## config.mk

```make
export PLATFORM = sky130hd
export DESIGN_NAME = tdm_demux
export DESIGN_NICKNAME = d
export VERILOG_FILES = /design/src/rtl/tdm_pkg.sv /design/src/rtl/lane_counter.sv /design/src/rtl/tdm_demux.sv
export SDC_FILE = /design/constraint.sdc
export NUM_CORES = 1
export LEC_CHECK = 0
export ABC_AREA = 0
export CORE_MARGIN = 2
export CORE_UTILIZATION = 40
export DETAILED_ROUTE_END_ITERATION = 8
export MAX_ROUTING_LAYER = met4
export PLACE_DENSITY = 0.71
export SETUP_SLACK_MARGIN = 0.5
export SYNTH_ARGS = -nofsm -noshare
export SYNTH_HDL_FRONTEND = slang
export SYNTH_SLANG_ARGS = --single-unit
```

## constraint.sdc

```tcl
create_clock -name clk -period 1.1 [get_ports clk]
set_input_delay 0.275 -clock clk [delete_from_list [all_inputs] [get_ports clk]]
set_output_delay 0.275 -clock clk [all_outputs]
set_load 0.005 [all_outputs]
```

## src/rtl/tdm_pkg.sv

```systemverilog
`default_nettype none
//------------------------------------------------------------------------------
// Module      : tdm_pkg
// Description : Shared constants, state encoding and helpers for tdm_demux.
// Revision    : 1.0 - initial release
//------------------------------------------------------------------------------
package tdm_pkg;

  // Default number of multiplexed lanes
  localparam int C_LANES_DEFAULT = 4;

  // Scanner state encoding
  typedef enum logic [0:0] {
    IDLE = 1'b0,
    SCAN = 1'b1
  } tdm_state_e;

  // Width of the lane index for a given lane count (never below 1 bit)
  function automatic int sel_width(input int lanes);
    return (lanes > 1) ? $clog2(lanes) : 1;
  endfunction

endpackage
`default_nettype wire

```

## src/rtl/lane_counter.sv

```systemverilog
`default_nettype none
//------------------------------------------------------------------------------
// Module      : lane_counter
// Description : Wrapping lane index counter with synchronous clear and enable.
//               Flags the last lane so the parent can detect word completion.
// Revision    : 1.0 - initial release
//------------------------------------------------------------------------------
module lane_counter #(
  parameter int LANES = 4,
  parameter int SEL_W = 2
) (
  input  logic             clk,
  input  logic             rst_n,
  input  logic             i_clr,
  input  logic             i_en,
  output logic [SEL_W-1:0] o_count,
  output logic             o_last
);

  localparam logic [SEL_W-1:0] C_LAST = SEL_W'(LANES - 1);

  logic [SEL_W-1:0] r_count;

  // Count enabled samples; LANES is a power of two so natural overflow wraps
  always_ff @(posedge clk) begin
    if (!rst_n) begin
      r_count <= '0;
    end else if (i_clr) begin
      r_count <= '0;
    end else if (i_en) begin
      r_count <= r_count + 1'b1;
    end
  end

  assign o_count = r_count;
  assign o_last  = (r_count == C_LAST);

endmodule
`default_nettype wire

```

## src/rtl/tdm_demux.sv

```systemverilog
`default_nettype none
//------------------------------------------------------------------------------
// Module      : tdm_demux
// Description : Scans the select lines of an upstream combinational mux,
//               samples one lane per enabled cycle and presents the
//               reassembled word on a valid/ready output with a sticky
//               overrun flag for words dropped under backpressure.
// Revision    : 1.0 - initial release
//------------------------------------------------------------------------------
module tdm_demux
  import tdm_pkg::*;
#(
  parameter int LANES = C_LANES_DEFAULT,
  parameter int SEL_W = sel_width(LANES)
) (
  input  logic             clk,
  input  logic             rst_n,
  input  logic             start,
  input  logic             en,
  input  logic             din,
  output logic [SEL_W-1:0] select_lines,
  output logic [LANES-1:0] out,
  output logic             out_valid,
  input  logic             out_ready,
  output logic             overrun
);

  tdm_state_e       r_state;
  tdm_state_e       w_state_nxt;

  logic [SEL_W-1:0] w_sel;
  logic             w_last;
  logic             w_scan;
  logic             w_clr;
  logic             w_sample;
  logic             w_complete;

  logic [LANES-1:0] r_shift;
  logic [LANES-1:0] w_word;
  logic [LANES-1:0] r_out;
  logic             r_out_valid;
  logic             r_overrun;

  // State register
  always_ff @(posedge clk) begin
    if (!rst_n) begin
      r_state <= IDLE;
    end else begin
      r_state <= w_state_nxt;
    end
  end

  // Next-state logic: start is a level that keeps the scanner running
  always_comb begin
    w_state_nxt = r_state;
    case (r_state)
      IDLE:    if (start)  w_state_nxt = SCAN;
      SCAN:    if (!start) w_state_nxt = IDLE;
      default: w_state_nxt = IDLE;
    endcase
  end

  // Sampling still happens in the cycle start drops, so a completion that
  // coincides with the abort is delivered; the lane index and partial word
  // are cleared in the same edge.
  assign w_scan     = (r_state == SCAN);
  assign w_sample   = w_scan && en;
  assign w_clr      = !w_scan || !start;
  assign w_complete = w_sample && w_last;

  lane_counter #(
    .LANES (LANES),
    .SEL_W (SEL_W)
  ) u_lane_counter (
    .clk     (clk),
    .rst_n   (rst_n),
    .i_clr   (w_clr),
    .i_en    (w_sample),
    .o_count (w_sel),
    .o_last  (w_last)
  );

  // Shift register: each enabled sample lands at the bit of its lane index
  always_ff @(posedge clk) begin
    if (!rst_n) begin
      r_shift <= '0;
    end else if (w_clr) begin
      r_shift <= '0;
    end else if (w_sample) begin
      r_shift[w_sel] <= din;
    end
  end

  // Completed word bypasses the shift register for the final lane bit
  always_comb begin
    w_word            = r_shift;
    w_word[LANES-1]   = din;
  end

  // Output holding register, handshake and sticky overrun
  always_ff @(posedge clk) begin
    if (!rst_n) begin
      r_out       <= '0;
      r_out_valid <= 1'b0;
      r_overrun   <= 1'b0;
    end else if (w_complete) begin
      if (!r_out_valid || out_ready) begin
        r_out       <= w_word;
        r_out_valid <= 1'b1;
      end else begin
        r_overrun   <= 1'b1;
      end
    end else if (r_out_valid && out_ready) begin
      r_out_valid <= 1'b0;
    end
  end

  assign select_lines = w_sel;
  assign out          = r_out;
  assign out_valid    = r_out_valid;
  assign overrun      = r_overrun;

endmodule
`default_nettype wire
```

==> key figures <==
Worst setup path
  • Reg2reg start: u_lane_counter.o_count[0]
  • Worst setup SP type: flip-flop
  • CP Max Fanout: 4
  • Worst Path Required: 1.27 ns
  • Worst Setup End Kind: flip-flop
  • Reg-to-reg slack, setup: -0.04 ns
  • Reg2Reg Depth: 6
  • FF-to-FF End: r_shift[1]
  • Critical path startpoint: u_lane_counter.o_count[0]
  • Arrival time at the worst endpoint: 1.31 ns
  • Kind of critical path: flip-flop to flip-flop

Layout
  • Layout cells sized above 1: 56.3%
  • Layout net count: 91
  • P&R area growth vs syn: 63.7%
  • Number of inserted diodes: 0
  • Fillers: 110

CTS
  • CTS tree: built
  • Clk_lat worst skew: 0.27 ns
  • CTS Sinks: 12
  • Post-CTS Hold Fix Bufs: 0
  • H-tree depth: 1
  • CTS Buffer Depth: 2
  • Clock-pin slew on the worst setup and hold paths: 0.07 ns
  • CTS Buf Count: 3
  • Root buf cell: clkbuf_4

Floorplanning
  • Std-Cell Rows: 13
  • Initial cell density of the core: 41.5%
  • Die W: 40.3 um
  • Core box area: 1270 um2
  • Die ar.: 1620 um2
  • Die Y: 40.3 um
  • # IOs: 14

Logic synthesis
  • Syn Nets: 65
  • Count of different cell masters after synthesis: 18
  • Flops & latches, synth: 12
  • Sequential area share after synthesis: 45.6%
  • Mapped cell area: 527 um2
  • Syn_area_per_cell: 9.58 um2
  • Instance count of the mapped netlist: 55
  • Dominant cell type by area after synthesis: dfxtp_1
  • Number of enable flip-flop cells after synthesis: 0
  • Post-synth top area share: 45.6%
  • Yosys Warn Count: 0
  • Top post-synthesis cells by area: dfxtp_1, mux2i_1, ha_1
  • Most common cell in the netlist: dfxtp_1
  • Synth Flop Type: dfxtp_1
  • Async SR Flop Fraction: 0%
  • Most frequent cells after synthesis: dfxtp_1, nand2_1, mux2i_1, nor2_1, ha_1

Status
  • Outcome: finished, violations left
  • Failing checks: negative setup slack

Run
  • Max_cap viols: 0

STA
  • Final Hold Viols: 0
  • Slew @ Worst Pin: 0.175 ns
  • Setup Viol. Count Final: 6
  • Max_slew headroom: 88.3%
  • Worst hold slack: 0.454 ns
  • Final setup TNS: -0.150 ns
  • Unrepaired setup endpoints after global routing: true
  • F_max: 875 MHz
  • Clock skew: 0.000920 ns
  • Tmin final: 1.14 ns
  • Fin. max-slew vios: 0
  • Tcrit/Tclk final: 104%
  • Worst Slack Setup Final: -0.0430 ns

Power
  • Max rail drop VDD: 0.641 mV
  • Leakage power: 0.000360 uW
  • Pwr/cell area: 918 nW/um2
  • Pwr Total: 791 uW

GRT
  • Pin count of the biggest net entering global routing: 11
  • Remaining Overflow, GRT: 0
  • First-pass GRT wire length: 1650 um
  • Vias in the first global route: 390
  • Number of antenna violations at the first check in global routing: 0
  • Tot GR Track Use: 17.1%

Min path
  • Hold Crit Depth: 2
  • Hold Path End: out[0]
  • HP Class: flip-flop to flip-flop
  • Hold Startpoint: out[0]

Routing
  • Vias: 454
  • Via-to-Cell Ratio: 4.78
  • Routed WL: 1090 um
  • Iter 0 DRT Violations: 5
  • Pre-antenna DRT Iters: 2
  • # DRC: 0
  • DRT antenna net count: 0
  • Wirelength per Cell: 11.4 um

Placement
  • Post-DP HPWL: 657 um
  • Setup Slack @ Placement: -0.346 ns
  • Port-buffer cells: 13
  • GPL Wtd Cong: 0.800
==> worst max-delay path, cell delays in order, from the launching register on <==
cell	delay, ns
dfxtp_4	0.34
buf_6	0.12
buf_4	0.14
ha_4	0.15
nand3_2	0.05
mux2i_1	0.17
nor2_1	0.06
==> how the worst max path moves through the flow <==
stage | end | slack (ns) | cells after the start
after CTS | out[3] | -0.03 | 5
after floorplan | out[0] | 0.09 | 5
final | r_shift[1] | -0.04 | 6
after detailed placement | out[3] | -0.35 | 4
after global placement | out[1] | -0.36 | 4
after global routing | out[1] | -0.10 | 5
==> kinds of logic after synthesis <==
logic type | count (synthesis) | share of synthesized area (%)
adders and majority gates | 4 | 9.50
AOI/OAI and AO/OA | 3 | 4.04
DFF | 12 | 45.6
and+or+nand+nor | 23 | 20.2
xor gates and xnor gates | 1 | 1.66
muxes | 7 | 13.3
buffers and inverters | 5 | 5.70
==> flip-flops by register name, summed over array words and instances (netlist names) <==
name                    flops
out_valid                   1
out                         4
u_lane_counter.o_count      2
r_shift                     3
r_state                     1
overrun                     1
==> report_power, final <==
group          internal [uW]  total (uW)  switching, uW
logic                   44.6        79.4           34.8
registers                433         437           3.65
clock network            131         275            144
==> per-stage QoR <==
step	utilization, %	instance area (um2)	instances
after CTS	61.0	774	92
after global placement	56.6	718	86
after detailed placement	56.6	718	86
after global routing	67.9	862	95
after floorplan	-	547	55
final	67.9	862	95
==> layout make-up <==
cell class	instances	area, um2	share of cell area [%]
clock inverters	1	3.75	0.435
clock buffers	3	22.5	2.61
repair buffers	24	218	25.3
multi-input cells	38	337	39.0
well taps	15	18.8	2.18
flip-flops and latches	12	255	29.6
inverters	2	7.51	0.871
==> cell usage in the layout, fill, tap and decap left out <==
master / count
a21boi_2: 1
and2_4: 1
buf_2: 2
buf_4: 8
buf_6: 9
clkbuf_4: 3
clkdlybuf4s50_1: 2
clkinv_1: 1
dfxtp_1: 4
dfxtp_2: 6
dfxtp_4: 2
dlygate4sd2_1: 3
ha_2: 2
ha_4: 2
inv_1: 1
inv_2: 1
mux2i_1: 7
nand2_1: 9
nand2_2: 1
nand2b_1: 1
nand3_2: 3
nand3_4: 1
nor2_1: 6
nor2b_4: 1
o21a_1: 1
o22ai_2: 1
xnor2_2: 1
==> layer usage <==
layer	GRT usage [%]	share of wire, %	up-vias	wire, um
li1	-	-	229	-
met1	18.6	41	212	451
met2	25.0	53	13	575
met3	10.0	5.5	0	60
met4	7.50	0	0	0
met5	-	0	-	0
==> repair_timing <==
action                                 4_1_cts  5_1_grt
pin swaps                                    5        3
setup buffers                                2        3
endpoints found under the hold margin        0        0
resized for setup                           50       15
setup endpoints to repair                   20       19
Note: power is estimated with default switching activity, not from simulation.
